==> src/rtl/ramp_pkg.sv <==
// Shared types and default geometry for the inclined ramp renderer.
package ramp_pkg;

  typedef enum logic {
    RAMP_UP   = 1'b0,
    RAMP_DOWN = 1'b1
  } ramp_dir_t;

  typedef struct packed {
    logic        en;
    ramp_dir_t   dir;
    logic [10:0] hstart;
    logic [10:0] vstart;
    logic [4:0]  nsegs;
  } ramp_desc_t;

  localparam int unsigned RAMP_DESC_W = $bits(ramp_desc_t);
  localparam int unsigned TEX_ROW_W   = 5;
  localparam int unsigned TEX_COL_W   = 6;

  localparam int unsigned SEG_W_DEF    = 32;
  localparam int unsigned SEG_H_DEF    = 8;
  localparam int unsigned SEG_STEP_DEF = 3;

endpackage

==> src/rtl/vga_if.sv <==
// VGA timing and colour bundle passed between rendering layers.
interface vga_if;
  logic [10:0] vcount;
  logic        vsync;
  logic        vblnk;
  logic [10:0] hcount;
  logic        hsync;
  logic        hblnk;
  logic [11:0] rgb;

  modport in  (input  vcount, vsync, vblnk, hcount, hsync, hblnk, rgb);
  modport out (output vcount, vsync, vblnk, hcount, hsync, hblnk, rgb);
endinterface

==> src/rtl/delay.sv <==
// Generic resettable shift-register delay line.
module delay #(
  parameter int unsigned WIDTH   = 1,
  parameter int unsigned CLK_DEL = 1
) (
  input  logic             clk,
  input  logic             rst,
  input  logic [WIDTH-1:0] din,
  output logic [WIDTH-1:0] dout
);

  logic [WIDTH-1:0] pipe [CLK_DEL];

  always_ff @(posedge clk) begin
    if (rst) begin
      for (int unsigned i = 0; i < CLK_DEL; i++) pipe[i] <= '0;
    end else begin
      pipe[0] <= din;
      for (int unsigned i = 1; i < CLK_DEL; i++) pipe[i] <= pipe[i-1];
    end
  end

  assign dout = pipe[CLK_DEL-1];

endmodule

==> src/rtl/ramp_hit.sv <==
// Per-ramp hit test: registers hit flag and texture row/column for one pixel.
module ramp_hit
  import ramp_pkg::*;
#(
  parameter int unsigned MAX_SEGS = 16,
  parameter int unsigned SEG_W    = SEG_W_DEF,
  parameter int unsigned SEG_H    = SEG_H_DEF,
  parameter int unsigned SEG_STEP = SEG_STEP_DEF,
  parameter int unsigned RC_W     = 5
) (
  input  logic                 clk,
  input  logic                 rst,
  input  ramp_desc_t           desc,
  input  logic [RC_W-1:0]      reveal_cnt,
  input  logic [10:0]          hcount,
  input  logic [10:0]          vcount,
  output logic                 hit,
  output logic [TEX_ROW_W-1:0] row,
  output logic [TEX_COL_W-1:0] col
);

  localparam int unsigned SHIFT = $clog2(SEG_W);

  logic [11:0]          dh;
  logic [10:0]          s;
  logic [10:0]          lim;
  logic [13:0]          off;
  logic [13:0]          top;
  logic [13:0]          bot;
  logic                 top_ok;
  logic                 v_ok;
  logic                 hit_c;
  logic [TEX_ROW_W-1:0] row_c;
  logic [TEX_COL_W-1:0] col_c;

  // top is kept 14 bits wide so negative and >2047 values are both caught by bits 13:11
  always_comb begin
    dh  = {1'b0, hcount} - {1'b0, desc.hstart};
    s   = dh[10:0] >> SHIFT;
    lim = 11'(desc.nsegs);
    if (lim > 11'(MAX_SEGS))   lim = 11'(MAX_SEGS);
    if (lim > 11'(reveal_cnt)) lim = 11'(reveal_cnt);
    off    = 14'(s) * 14'(SEG_STEP);
    top    = (desc.dir == RAMP_UP) ? 14'(desc.vstart) - off : 14'(desc.vstart) + off;
    bot    = top + 14'(SEG_H);
    top_ok = (top[13:11] == 3'b000);
    v_ok   = (14'(vcount) >= top) && (14'(vcount) <= bot);
    hit_c  = desc.en && !dh[11] && (s < lim) && top_ok && v_ok;
    row_c  = vcount[4:0] - top[4:0];
    col_c  = dh[5:0] & 6'(SEG_W - 1);
  end

  always_ff @(posedge clk) begin
    if (rst) begin
      hit <= 1'b0;
      row <= '0;
      col <= '0;
    end else begin
      hit <= hit_c;
      row <= row_c;
      col <= col_c;
    end
  end

endmodule

==> src/rtl/incline_ramp_renderer.sv <==
// Draws configurable staircase ramps over the incoming VGA stream with a
// 4-cycle pipeline and a 1-cycle-latency external texture ROM.
module incline_ramp_renderer
  import ramp_pkg::*;
#(
  parameter int unsigned NUM_RAMPS     = 4,
  parameter int unsigned MAX_SEGS      = 16,
  parameter int unsigned SEG_W         = SEG_W_DEF,
  parameter int unsigned SEG_H         = SEG_H_DEF,
  parameter int unsigned SEG_STEP      = SEG_STEP_DEF,
  parameter int unsigned REVEAL_FRAMES = 4,
  parameter logic [11:0] BLANK_RGB     = 12'h888,
  localparam int unsigned IDX_W = (NUM_RAMPS > 1) ? $clog2(NUM_RAMPS) : 1
) (
  input  logic                   clk,
  input  logic                   rst,
  input  logic                   start_game,
  input  logic                   cfg_we,
  input  logic [IDX_W-1:0]       cfg_idx,
  input  logic [RAMP_DESC_W-1:0] cfg_data,
  input  logic [11:0]            rgb_pixel,
  output logic [10:0]            pixel_addr,
  output logic                   reveal_done,
  vga_if.in                      in,
  vga_if.out                     out
);

  localparam int unsigned RC_W = $clog2(MAX_SEGS + 1);
  localparam int unsigned FC_W = (REVEAL_FRAMES > 1) ? $clog2(REVEAL_FRAMES) : 1;

  ramp_desc_t shadow [NUM_RAMPS];
  ramp_desc_t active [NUM_RAMPS];

  logic [RC_W-1:0] reveal_cnt;
  logic [FC_W-1:0] frame_cnt;
  logic            frame_start;

  assign frame_start = (in.vcount == 11'd0) && (in.hcount == 11'd0);
  assign reveal_done = (reveal_cnt == RC_W'(MAX_SEGS));

  // A write landing on the commit cycle only reaches shadow; active sees it next frame.
  always_ff @(posedge clk) begin
    if (rst) begin
      for (int unsigned i = 0; i < NUM_RAMPS; i++) begin
        shadow[i] <= '0;
        active[i] <= '0;
      end
    end else begin
      if (cfg_we && (int'(cfg_idx) < int'(NUM_RAMPS)))
        shadow[cfg_idx] <= ramp_desc_t'(cfg_data);
      if (frame_start)
        for (int unsigned i = 0; i < NUM_RAMPS; i++) active[i] <= shadow[i];
    end
  end

  always_ff @(posedge clk) begin
    if (rst || !start_game) begin
      frame_cnt  <= '0;
      reveal_cnt <= '0;
    end else if (frame_start) begin
      if (frame_cnt == FC_W'(REVEAL_FRAMES - 1)) begin
        frame_cnt <= '0;
        if (reveal_cnt != RC_W'(MAX_SEGS)) reveal_cnt <= reveal_cnt + 1'b1;
      end else begin
        frame_cnt <= frame_cnt + 1'b1;
      end
    end
  end

  logic                 hit_s1 [NUM_RAMPS];
  logic [TEX_ROW_W-1:0] row_s1 [NUM_RAMPS];
  logic [TEX_COL_W-1:0] col_s1 [NUM_RAMPS];

  for (genvar r = 0; r < NUM_RAMPS; r++) begin : g_ramp
    ramp_hit #(
      .MAX_SEGS (MAX_SEGS),
      .SEG_W    (SEG_W),
      .SEG_H    (SEG_H),
      .SEG_STEP (SEG_STEP),
      .RC_W     (RC_W)
    ) u_hit (
      .clk        (clk),
      .rst        (rst),
      .desc       (active[r]),
      .reveal_cnt (reveal_cnt),
      .hcount     (in.hcount),
      .vcount     (in.vcount),
      .hit        (hit_s1[r]),
      .row        (row_s1[r]),
      .col        (col_s1[r])
    );
  end

  logic blank_s1;

  delay #(.WIDTH(1), .CLK_DEL(1)) u_blank_d1 (
    .clk  (clk),
    .rst  (rst),
    .din  (in.hblnk | in.vblnk),
    .dout (blank_s1)
  );

  logic [37:0] dly3;
  logic [10:0] d_hcount;
  logic [10:0] d_vcount;
  logic        d_hsync;
  logic        d_hblnk;
  logic        d_vsync;
  logic        d_vblnk;
  logic [11:0] d_rgb;

  delay #(.WIDTH(38), .CLK_DEL(3)) u_vga_d3 (
    .clk  (clk),
    .rst  (rst),
    .din  ({in.hcount, in.hsync, in.hblnk, in.vcount, in.vsync, in.vblnk, in.rgb}),
    .dout (dly3)
  );

  assign {d_hcount, d_hsync, d_hblnk, d_vcount, d_vsync, d_vblnk, d_rgb} = dly3;

  logic                 sel_hit;
  logic [TEX_ROW_W-1:0] sel_row;
  logic [TEX_COL_W-1:0] sel_col;

  // Scan from the top index down so the lowest hitting ramp is assigned last.
  always_comb begin
    sel_hit = 1'b0;
    sel_row = '0;
    sel_col = '0;
    for (int unsigned i = NUM_RAMPS; i > 0; i--) begin
      if (hit_s1[i-1]) begin
        sel_hit = 1'b1;
        sel_row = row_s1[i-1];
        sel_col = col_s1[i-1];
      end
    end
  end

  logic hit_s2;
  logic hit_s3;

  always_ff @(posedge clk) begin
    if (rst) begin
      pixel_addr <= '0;
      hit_s2     <= 1'b0;
      hit_s3     <= 1'b0;
      out.hcount <= '0;
      out.vcount <= '0;
      out.hsync  <= 1'b0;
      out.vsync  <= 1'b0;
      out.hblnk  <= 1'b0;
      out.vblnk  <= 1'b0;
      out.rgb    <= '0;
    end else begin
      hit_s2 <= sel_hit && !blank_s1;
      if (sel_hit && !blank_s1) pixel_addr <= {sel_row, sel_col};
      hit_s3     <= hit_s2;
      out.hcount <= d_hcount;
      out.vcount <= d_vcount;
      out.hsync  <= d_hsync;
      out.vsync  <= d_vsync;
      out.hblnk  <= d_hblnk;
      out.vblnk  <= d_vblnk;
      if (d_hblnk || d_vblnk) out.rgb <= BLANK_RGB;
      else if (hit_s3)        out.rgb <= rgb_pixel;
      else                    out.rgb <= d_rgb;
    end
  end

endmodule
==> src/flat_wrapper.sv <==
// flat-port wrapper written by rule: the top's interface ports become plain ports
module incline_ramp_renderer_flat import ramp_pkg::*;
#(
  parameter int unsigned NUM_RAMPS     = 4,
  parameter int unsigned MAX_SEGS      = 16,
  parameter int unsigned SEG_W         = SEG_W_DEF,
  parameter int unsigned SEG_H         = SEG_H_DEF,
  parameter int unsigned SEG_STEP      = SEG_STEP_DEF,
  parameter int unsigned REVEAL_FRAMES = 4,
  parameter logic [11:0] BLANK_RGB     = 12'h888,
  localparam int unsigned IDX_W = (NUM_RAMPS > 1) ? $clog2(NUM_RAMPS) : 1
)
  (clk, rst, start_game, cfg_we, cfg_idx, cfg_data, rgb_pixel, pixel_addr, reveal_done, in_vcount, in_vsync, in_vblnk, in_hcount, in_hsync, in_hblnk, in_rgb, out_vcount, out_vsync, out_vblnk, out_hcount, out_hsync, out_hblnk, out_rgb);
  vga_if in_i ();
  vga_if out_i ();
  input  logic clk;
  input  logic rst;
  input  logic start_game;
  input  logic cfg_we;
  input  logic [IDX_W-1:0] cfg_idx;
  input  logic [RAMP_DESC_W-1:0] cfg_data;
  input  logic [11:0] rgb_pixel;
  output logic [10:0] pixel_addr;
  output logic reveal_done;
  input wire logic [$bits(in_i.vcount)-1:0] in_vcount;
  input wire logic [$bits(in_i.vsync)-1:0] in_vsync;
  input wire logic [$bits(in_i.vblnk)-1:0] in_vblnk;
  input wire logic [$bits(in_i.hcount)-1:0] in_hcount;
  input wire logic [$bits(in_i.hsync)-1:0] in_hsync;
  input wire logic [$bits(in_i.hblnk)-1:0] in_hblnk;
  input wire logic [$bits(in_i.rgb)-1:0] in_rgb;
  output wire logic [$bits(out_i.vcount)-1:0] out_vcount;
  output wire logic [$bits(out_i.vsync)-1:0] out_vsync;
  output wire logic [$bits(out_i.vblnk)-1:0] out_vblnk;
  output wire logic [$bits(out_i.hcount)-1:0] out_hcount;
  output wire logic [$bits(out_i.hsync)-1:0] out_hsync;
  output wire logic [$bits(out_i.hblnk)-1:0] out_hblnk;
  output wire logic [$bits(out_i.rgb)-1:0] out_rgb;
  assign in_i.vcount = in_vcount;
  assign in_i.vsync = in_vsync;
  assign in_i.vblnk = in_vblnk;
  assign in_i.hcount = in_hcount;
  assign in_i.hsync = in_hsync;
  assign in_i.hblnk = in_hblnk;
  assign in_i.rgb = in_rgb;
  assign out_vcount = out_i.vcount;
  assign out_vsync = out_i.vsync;
  assign out_vblnk = out_i.vblnk;
  assign out_hcount = out_i.hcount;
  assign out_hsync = out_i.hsync;
  assign out_hblnk = out_i.hblnk;
  assign out_rgb = out_i.rgb;
  incline_ramp_renderer #(.NUM_RAMPS(NUM_RAMPS), .MAX_SEGS(MAX_SEGS), .SEG_W(SEG_W), .SEG_H(SEG_H), .SEG_STEP(SEG_STEP), .REVEAL_FRAMES(REVEAL_FRAMES), .BLANK_RGB(BLANK_RGB)) u_core (.clk(clk), .rst(rst), .start_game(start_game), .cfg_we(cfg_we), .cfg_idx(cfg_idx), .cfg_data(cfg_data), .rgb_pixel(rgb_pixel), .pixel_addr(pixel_addr), .reveal_done(reveal_done), .in(in_i), .out(out_i));
endmodule
==> config.mk <==
export PLATFORM = sky130hd
export DESIGN_NAME = incline_ramp_renderer_flat
export DESIGN_NICKNAME = d
export VERILOG_FILES = /design/src/rtl/ramp_pkg.sv /design/src/rtl/vga_if.sv /design/src/rtl/delay.sv /design/src/rtl/ramp_hit.sv /design/src/rtl/incline_ramp_renderer.sv /design/src/flat_wrapper.sv
export SDC_FILE = /design/constraint.sdc
export NUM_CORES = 1
export LEC_CHECK = 0
export ABC_AREA = 1
export ABC_CLOCK_PERIOD_IN_PS = 7100
export CELL_PAD_IN_SITES_DETAIL_PLACEMENT = 1
export CELL_PAD_IN_SITES_GLOBAL_PLACEMENT = 1
export CORE_MARGIN = 5
export CORE_UTILIZATION = 30
export DETAILED_ROUTE_END_ITERATION = 12
export GPL_TIMING_DRIVEN = 0
export PLACE_DENSITY_LB_ADDON = 0.1
export SETUP_SLACK_MARGIN = 0.2
export SLEW_MARGIN = 0
export SYNTH_ARGS = -nofsm -noshare
export SYNTH_HDL_FRONTEND = slang
export SYNTH_SLANG_ARGS = --single-unit
==> constraint.sdc <==
create_clock -name clk -period 7.1 [get_ports clk]
set_input_delay 1.42 -clock clk [delete_from_list [all_inputs] [get_ports clk]]
set_output_delay 1.42 -clock clk [all_outputs]
set_load 0.005 [all_outputs]
; ---- Word level (Yosys, flattened, before mapping)
; Memory sizes are Yosys's and may differ from the RTL's.
; Cells that the tools add are included.
[word_totals]
out_inout_bits = 50
mem_bits_rw = 347
word_cells = 178
input_bits = 85
register_bits = 106
memories = 4
[memory_table]
columns = memory, depth, word_bits, read_ports, rd_clocked_by_memory_dff, write_ports, line
row1 = u_core.active, 4, 29, 4, 0, 4, incline_ramp_renderer.sv:32  ; ramp_desc_t active [NUM_RAMPS];
row2 = u_core.shadow, 4, 29, 4, 0, 4, incline_ramp_renderer.sv:31  ; ramp_desc_t shadow [NUM_RAMPS];
row3 = u_core.u_vga_d3.pipe, 3, 38, 3, 0, 3, delay.sv:12  ; logic [WIDTH-1:0] pipe [CLK_DEL];
row4 = u_core.u_blank_d1.pipe, 1, 1, 1, 0, 1, delay.sv:12
[classes]
bitwise = 8
n_eq_ne = 3
add_sub_neg = 22
n_reduce_logical = 40
muxes = 48
n_lt_le_gt_ge = 20
multipliers = 4
[op_table]
columns = op, count
row1 = 29-bit two-way mux, 5
row2 = 38-bit two-way mux, 3
row3 = 5-bit two-way mux, 12
row4 = 14-bit by 4-bit adder with 14-bit output (second input constant), 4
row5 = 11-bit by 14-bit >= comparator with 1-bit output, 4
row6 = 11-bit by 14-bit less-or-equal comparator with 1-bit output, 4
row7 = 14-bit two-way mux, 4
row8 = 11-bit by 8-bit adder with 12-bit output, 4
row9 = 11-bit by 11-bit subtractor with 12-bit output, 4
row10 = 11-bit by 8-bit subtractor with 12-bit output, 4
row11 = 6-bit by 11-bit less-than comparator with 1-bit output, 4
row12 = 6-bit by 2-bit multiplier with 8-bit output (second input constant), 4
row13 = 29-bit OR reduction, 1
row14 = 12-bit two-way mux, 2
row15 = 6-bit two-way mux, 4
row16 = 1-bit logical AND, 22
row17 = 11-bit zero test, 2
row18 = 5-bit > comparator, 4
row19 = 5-bit > comparator (second input constant), 4
row20 = 5-bit subtractor, 4
row21 = 1-bit two-way mux, 16
row22 = 3-bit zero test, 4
row23 = 1-bit bitwise OR, 8
row24 = 1-bit zero test, 6
row25 = other kinds (10), 12

; ---- Depth between registers and ports, before layout
; An unclocked memory read counts as a cell.
[depth]
depth_word = 9
mapped_depth = 48

; ---- Hierarchy
; From an unflattened synthesis, not the netlist that was laid out.
[unflattened]
hier_cells = 3553
hier_area_um2 = 27959.3
[by_module_without_submodules]
columns = module, n_inst, cells_each, area_per_inst_um2
row1 = incline_ramp_renderer, 1, 967, 11123.2
row2 = delay at u_core.u_vga_d3, 1, 393, 3617.2
row3 = ramp_hit at u_core.g_ramp[2].u_hit, 1, 542, 3344.5
row4 = ramp_hit at u_core.g_ramp[3].u_hit, 1, 555, 3333.2
row5 = ramp_hit at u_core.g_ramp[1].u_hit, 1, 547, 3265.6
row6 = ramp_hit at u_core.g_ramp[0].u_hit, 1, 546, 3245.6
row7 = delay at u_core.u_blank_d1, 1, 3, 30.0

; ---- Worst setup path before layout
; No wires, ideal clock.
[synth_path]
kind = input to register
startpoint = in in_hcount[0]
endpoint = reg u_core.g_ramp[3].u_hit.hit
t_arrival_ns = 6.374
setup_ns = 0.065
n_path_buf = 1
cell_stages = 47
slack_ns = 0.661
required_time_ns = 7.035
path_cell_list = inv_1 > ha_1 > inv_1 > fa_1 > nand3_1 > nand2_1 > nand2_1 > nand2_1 > a21oi_1 > nor2_1 > o21ai_0 > nand2_1 > xor2_1 > inv_1 > ha_1 > a21oi_1 > nand2_1 > nand2_1 > (+11 left out) > nand2_1 > nand2_1 > inv_2 > nand2_1 > nor3_2 > nand2_1 > nand2_1 > nand2_1 > ha_1 > nand2_1 > nor2_1 > a211oi_1 > o21ai_0 > a21oi_1 > nor2_1 > nand2_1 > nand3_1 > nor2_1
[synth_via]
elab_chain_cells = 8
word_cells_on_any_way = 16
classes_between = 4 x add/sub / 1 x mul / 3 x order compare / 1 x mux / 7 x reduce/logical
[synth_lines]
columns = item, line
row1 = from (decl), flat_wrapper.sv:28  ; input wire logic [$bits(in_i.hcount)-1:0] in_hcount;
row2 = 11-bit by 11-bit subtractor with 12-bit output *, ramp_hit.sv:38  ; dh = {1'b0, hcount} - {1'b0, desc.hstart};
row3 = 6-bit by 2-bit multiplier with 8-bit output, ramp_hit.sv:43  ; off = 14'(s) * 14'(SEG_STEP);
row4 = 11-bit by 8-bit subtractor with 12-bit output or 11-bit by 8-bit adder with 12-bit output (tied branches), ramp_hit.sv:44  ; top = (desc.dir == RAMP_UP) ? 14'(desc.vstart) - off : 14'(desc.vstart) + off;
row5 = 14-bit two-way mux, ramp_hit.sv:44
row6 = 14-bit by 4-bit adder with 14-bit output, ramp_hit.sv:45  ; bot = top + 14'(SEG_H);
row7 = 11-bit by 14-bit less-or-equal comparator with 1-bit output, ramp_hit.sv:47  ; v_ok = (14'(vcount) >= top) && (14'(vcount) <= bot);
row8 = 1-bit logical AND, ramp_hit.sv:47
row9 = 1-bit logical AND *, ramp_hit.sv:48  ; hit_c = desc.en && !dh[11] && (s < lim) && top_ok && v_ok;
row10 = to (signal assigned), ramp_hit.sv:59  ; hit <= hit_c;
row11 = to (decl), ramp_hit.sv:17  ; output logic hit,
; Every way passes the cells marked *; elsewhere a longest branch is shown, timed or not.
; A chain may end at the register's enable or synchronous reset.

; ---- Worst setup path after layout
[layout_path]
startpoint = in in_hcount[0]
endpoint = reg u_core.g_ramp[1].u_hit.hit
[layout_via]
elab_chain_cells = 8
word_cells_on_any_way = 16
classes_between = 4 x add/sub / 1 x mul / 3 x order compare / 1 x mux / 7 x reduce/logical
[layout_lines]
columns = item, line
row1 = 11-bit by 11-bit subtractor with 12-bit output *, ramp_hit.sv:38
row2 = 6-bit by 2-bit multiplier with 8-bit output, ramp_hit.sv:43
row3 = 11-bit by 8-bit subtractor with 12-bit output or 11-bit by 8-bit adder with 12-bit output (tied branches), ramp_hit.sv:44
row4 = 14-bit two-way mux, ramp_hit.sv:44
row5 = 14-bit by 4-bit adder with 14-bit output, ramp_hit.sv:45
row6 = 11-bit by 14-bit less-or-equal comparator with 1-bit output, ramp_hit.sv:47
row7 = 1-bit logical AND, ramp_hit.sv:47
row8 = 1-bit logical AND *, ramp_hit.sv:48
row9 = to (signal assigned), ramp_hit.sv:59
row10 = to (decl), ramp_hit.sv:17
; Marked as above.

==> summary.md <==
| Metric | Value |
|---|---|
| Outcome | `completed` |
| CTS Hold Bufs | `0` |
| # rows | `109` |
| Biggest area consumer among synthesized cells | `edfxtp_1` |
| Slew Limit Headroom | `about a third` |
| CTS Buffer Depth | `3` |
| N_diodes | `0` |
| Layout area overhead | `21.0%` |
| Critical path's slowest cell | `fa_1` |
| Gr ovfl total | `0` |
| Max Cap Viol | `0` |
| RSZ-0062 raised after global routing | `true` |
| Seq/Total Area, Yosys | `a little over two fifths` |
| # DRC | `0` |
| Tightest Hold Check Type | `flip-flop to flip-flop` |
| Area of the core | `88000 sq um` |
| Lkg Pwr | `15.1 nW` |
| Drt total wl | `between 90 and 100 mm` |
| Initial antenna violation count | `5` |
| Clk sinks | `448` |
| # setup viols final | `0` |
| PD cells | `291 nW/um^2` |
| Die width | `307 microns` |
| Final period utilization | `92.9%` |
| Arr. time, crit path | `between 7 and 8 ns` |
| Clock-pin slew on the worst setup and hold paths | `around 0.060 ns` |
| Top post-synthesis cells by area | `edfxtp_1, dfxtp_1, ha_1` |
| Asr flop ratio synth | `0%` |
| Overall Global Routing Usage | `roughly a fifth` |
| Slew @ Worst Pin | `a little under 1 ns` |
| Max Slew Vio Count | `0` |
| TritonCTS clock tree | `done` |
| Antenna-violating nets left | `0` |
| Min Tclk post-route | `~6.6 ns` |
| YS warnings | `0` |
| Cells after synthesis | `around 3400` |
| Worst path max stage delay | `0.42 ns` |
| Initial core utilization | `between 30% and 40%` |
| Most used DFF post-synth | `edfxtp_1` |
| Synth top area share | `about a quarter` |
| Post-synth EDFFs | `between 200 and 250` |
| HPWL Detailed | `about 71 mm` |
| Pin count of the biggest net entering global routing | `between 60 and 70` |
| Most used cell, CP | `nand2_1` |
| Port Buffers | `roughly 130` |
| WP buf/inv | `10` |
| Top delay family on crit path | `simple AND/OR/NAND/NOR gates` |
| Syn nets | `~3700` |
| Critical Path Fanout Max | `8` |
| Placement Cell Area | `between 20000 and 30000 sq um` |
| Crit path required time | `~7.6 ns` |
| First-pass GRT wire length | `approximately 140 mm` |
| DR vias | `between 20000 and 25000` |
| Peak VDD IR | `0.000160 V` |
| H-tree levels | `2` |
| Full die area | `~94000 sq um` |
| Die height | `307 microns` |
| CP startpoint kind | `input port` |
| DR iter-0 viols | `894` |
| Share of layout cells above drive strength 1 | `10.6%` |
| Setup Crit Path Kind | `input port to flip-flop` |
| Crit end category | `flip-flop` |
| Syn_area_per_cell | `7.83 sq um` |
| Setup TNS | `0 ns` |
| Synthesized area | `~26000 sq um` |
| Final Hold Viols | `0` |
| Worst clock skew | `between 0.02 and 0.03 ns` |
| DR pass1 iterations | `5` |
| #FFs+latches synth | `between 400 and 500` |
| # nets final | `just under 4000` |
| I/O pin count | `135` |
| Routed len/inst | `about 19 microns` |
| Routability cong. | `0.870` |
| Clock root buffer | `clkbuf_16` |
| Library cells used by synthesis | `50` |
| FMAX | `roughly 150 MHz` |
| Clock buffer count from CTS | `between 50 and 60` |
| Worst-Skew Late Latency | `0.62 ns` |
| Design Area, Final | `~32000 sq um` |
| Via count of the first global-routing pass | `23100` |
| Final WS setup | `between 0.5 and 0.6 ns` |
| Via-to-Cell Ratio | `approximately 4.6` |
| Hold_ws | `roughly 0.4 ns` |
| Fill cell count | `between 10000 and 15000` |
| Post-Place Setup Slack | `-1.84 ns` |
[final timing paths]
path                                                  start                     endpoint  slack [ns]  cells after the start
worst min-delay path            u_core.u_vga_d3.pipe[0][22]  u_core.u_vga_d3.pipe[0][60]        0.39                      2
worst max register to register         u_core.active[3][16]   u_core.g_ramp[3].u_hit.hit        1.21                     46
worst min register to register  u_core.u_vga_d3.pipe[0][22]  u_core.u_vga_d3.pipe[0][60]        0.39                      2
worst max-delay path                           in_hcount[0]   u_core.g_ramp[1].u_hit.hit        0.50                     40
[cell usage in the layout, fill, tap and decap left out, types with 42 or more instances in the layout]
cell	instances
a21oi_1	162
clkbuf_1	63
clkbuf_16	54
clkdlybuf4s50_1	123
dfxtp_1	216
edfxtp_1	232
ha_1	227
inv_1	649
inv_2	43
nand2_1	584
nand2_2	54
nand3_1	156
nand4_1	42
nor2_1	555
o21ai_0	67
[flip-flops by register name (all words and copies together), names as in the netlist, 2 cells and up]
register and count:
u_core.out.vcount 11, u_core.reveal_cnt 5, u_core.g_ramp.u_hit.hit 4, u_core.u_vga_d3.pipe 114, u_core.out.hcount 11, u_core.g_ramp.u_hit.row 20, u_core.g_ramp.u_hit.col 20, u_core.pixel_addr 10
u_core.shadow 116, u_core.active 116, u_core.out.rgb 12, u_core.frame_cnt 2
[power by group]
part | switching [mW] | total, mW | internal (mW)
Clock | 1.16 | 2.77 | 1.61
Combinational | 2.32 | 3.63 | 1.30
Sequential | 0.0630 | 2.94 | 2.87
Total | 3.54 | 9.33 | 5.79
[per-layer routing]
| layer | track usage, % | up-vias | share of wire (%) |
|---|---|---|---|
| li1 | - | 11100 | - |
| met1 | 25.1 | 10600 | 47 |
| met2 | 32.0 | 304 | 47 |
| met3 | 2.07 | 108 | 2.9 |
| met4 | 5.88 | 0 | 3.2 |
| met5 | 0 | - | 0 |
[final cells by class]
type                            instances  area (sq um)  share of cell area (%)
Inverter                              695          2610                    8.16
Tap cell                             1165          1460                    4.55
Timing Repair Buffer                  167          1580                    4.94
Sequential cell                       448         11300                    35.3
Clock buffer                           73          1480                    4.63
Clock inverter                         23           264                   0.824
Buffer                                 69           314                   0.981
Multi-Input combinational cell       2166         13000                    40.7
[metrics by stage]
step,instances,power (mW),utilization (%)
CTS,4786,9.19,35.7
floorplan,3378,5.32,-
global route,4806,10.0,36.4
detailed placement,4677,6.31,33.3
global placement,4676,6.20,33.3
finish,4806,9.33,36.4
[logic make-up (layout without fill, tap and decap cells)]
kind of cell             count (synthesis)  count (layout)  share of synthesized area (%)
other                                    1               1                         0.0142
adder cells (fa/ha/maj)                275             275                           13.6
AO/OA/AOI/OAI                          353             353                           7.69
flip-flops                             448             448                           42.7
AND/OR/NAND/NOR                       1491            1491                           23.5
XOR/XNOR                                46              46                           1.62
buffers and inverters                  764            1027                           11.0
[worst register-to-register path, delay by kind of cell, from the launching register on]
kind | cells | cell delay, ns
buffers and inverters | 4 | 0.35
and+or+nand+nor | 27 | 2.27
xor gates and xnor gates | 2 | 0.49
DFF | 1 | 0.42
adders and majority gates | 5 | 1.24
AOI/OAI and AO/OA | 8 | 1.05
[synthesized netlist by cell type (16+ instances only)]
cell      count
edfxtp_1    232
inv_1       664
o211ai_1     16
fa_1         20
nand2_1     616
nor2_1      567
nand4_1      42
clkbuf_1     51
nor3_1       21
o21ai_0      74
nand3_1     165
o21bai_1     16
xor2_1       38
ha_1        255
inv_2        29
nand2_2      27
a21oi_1     175
dfxtp_1     216
[timing repair]
item                                    CTS  global route
pin swaps                                14            56
resized for setup                        65           139
gates cloned                              0             1
buffers inserted                         13            19
endpoints found under the setup margin    7             4
Power figures use the tool's default switching activity.
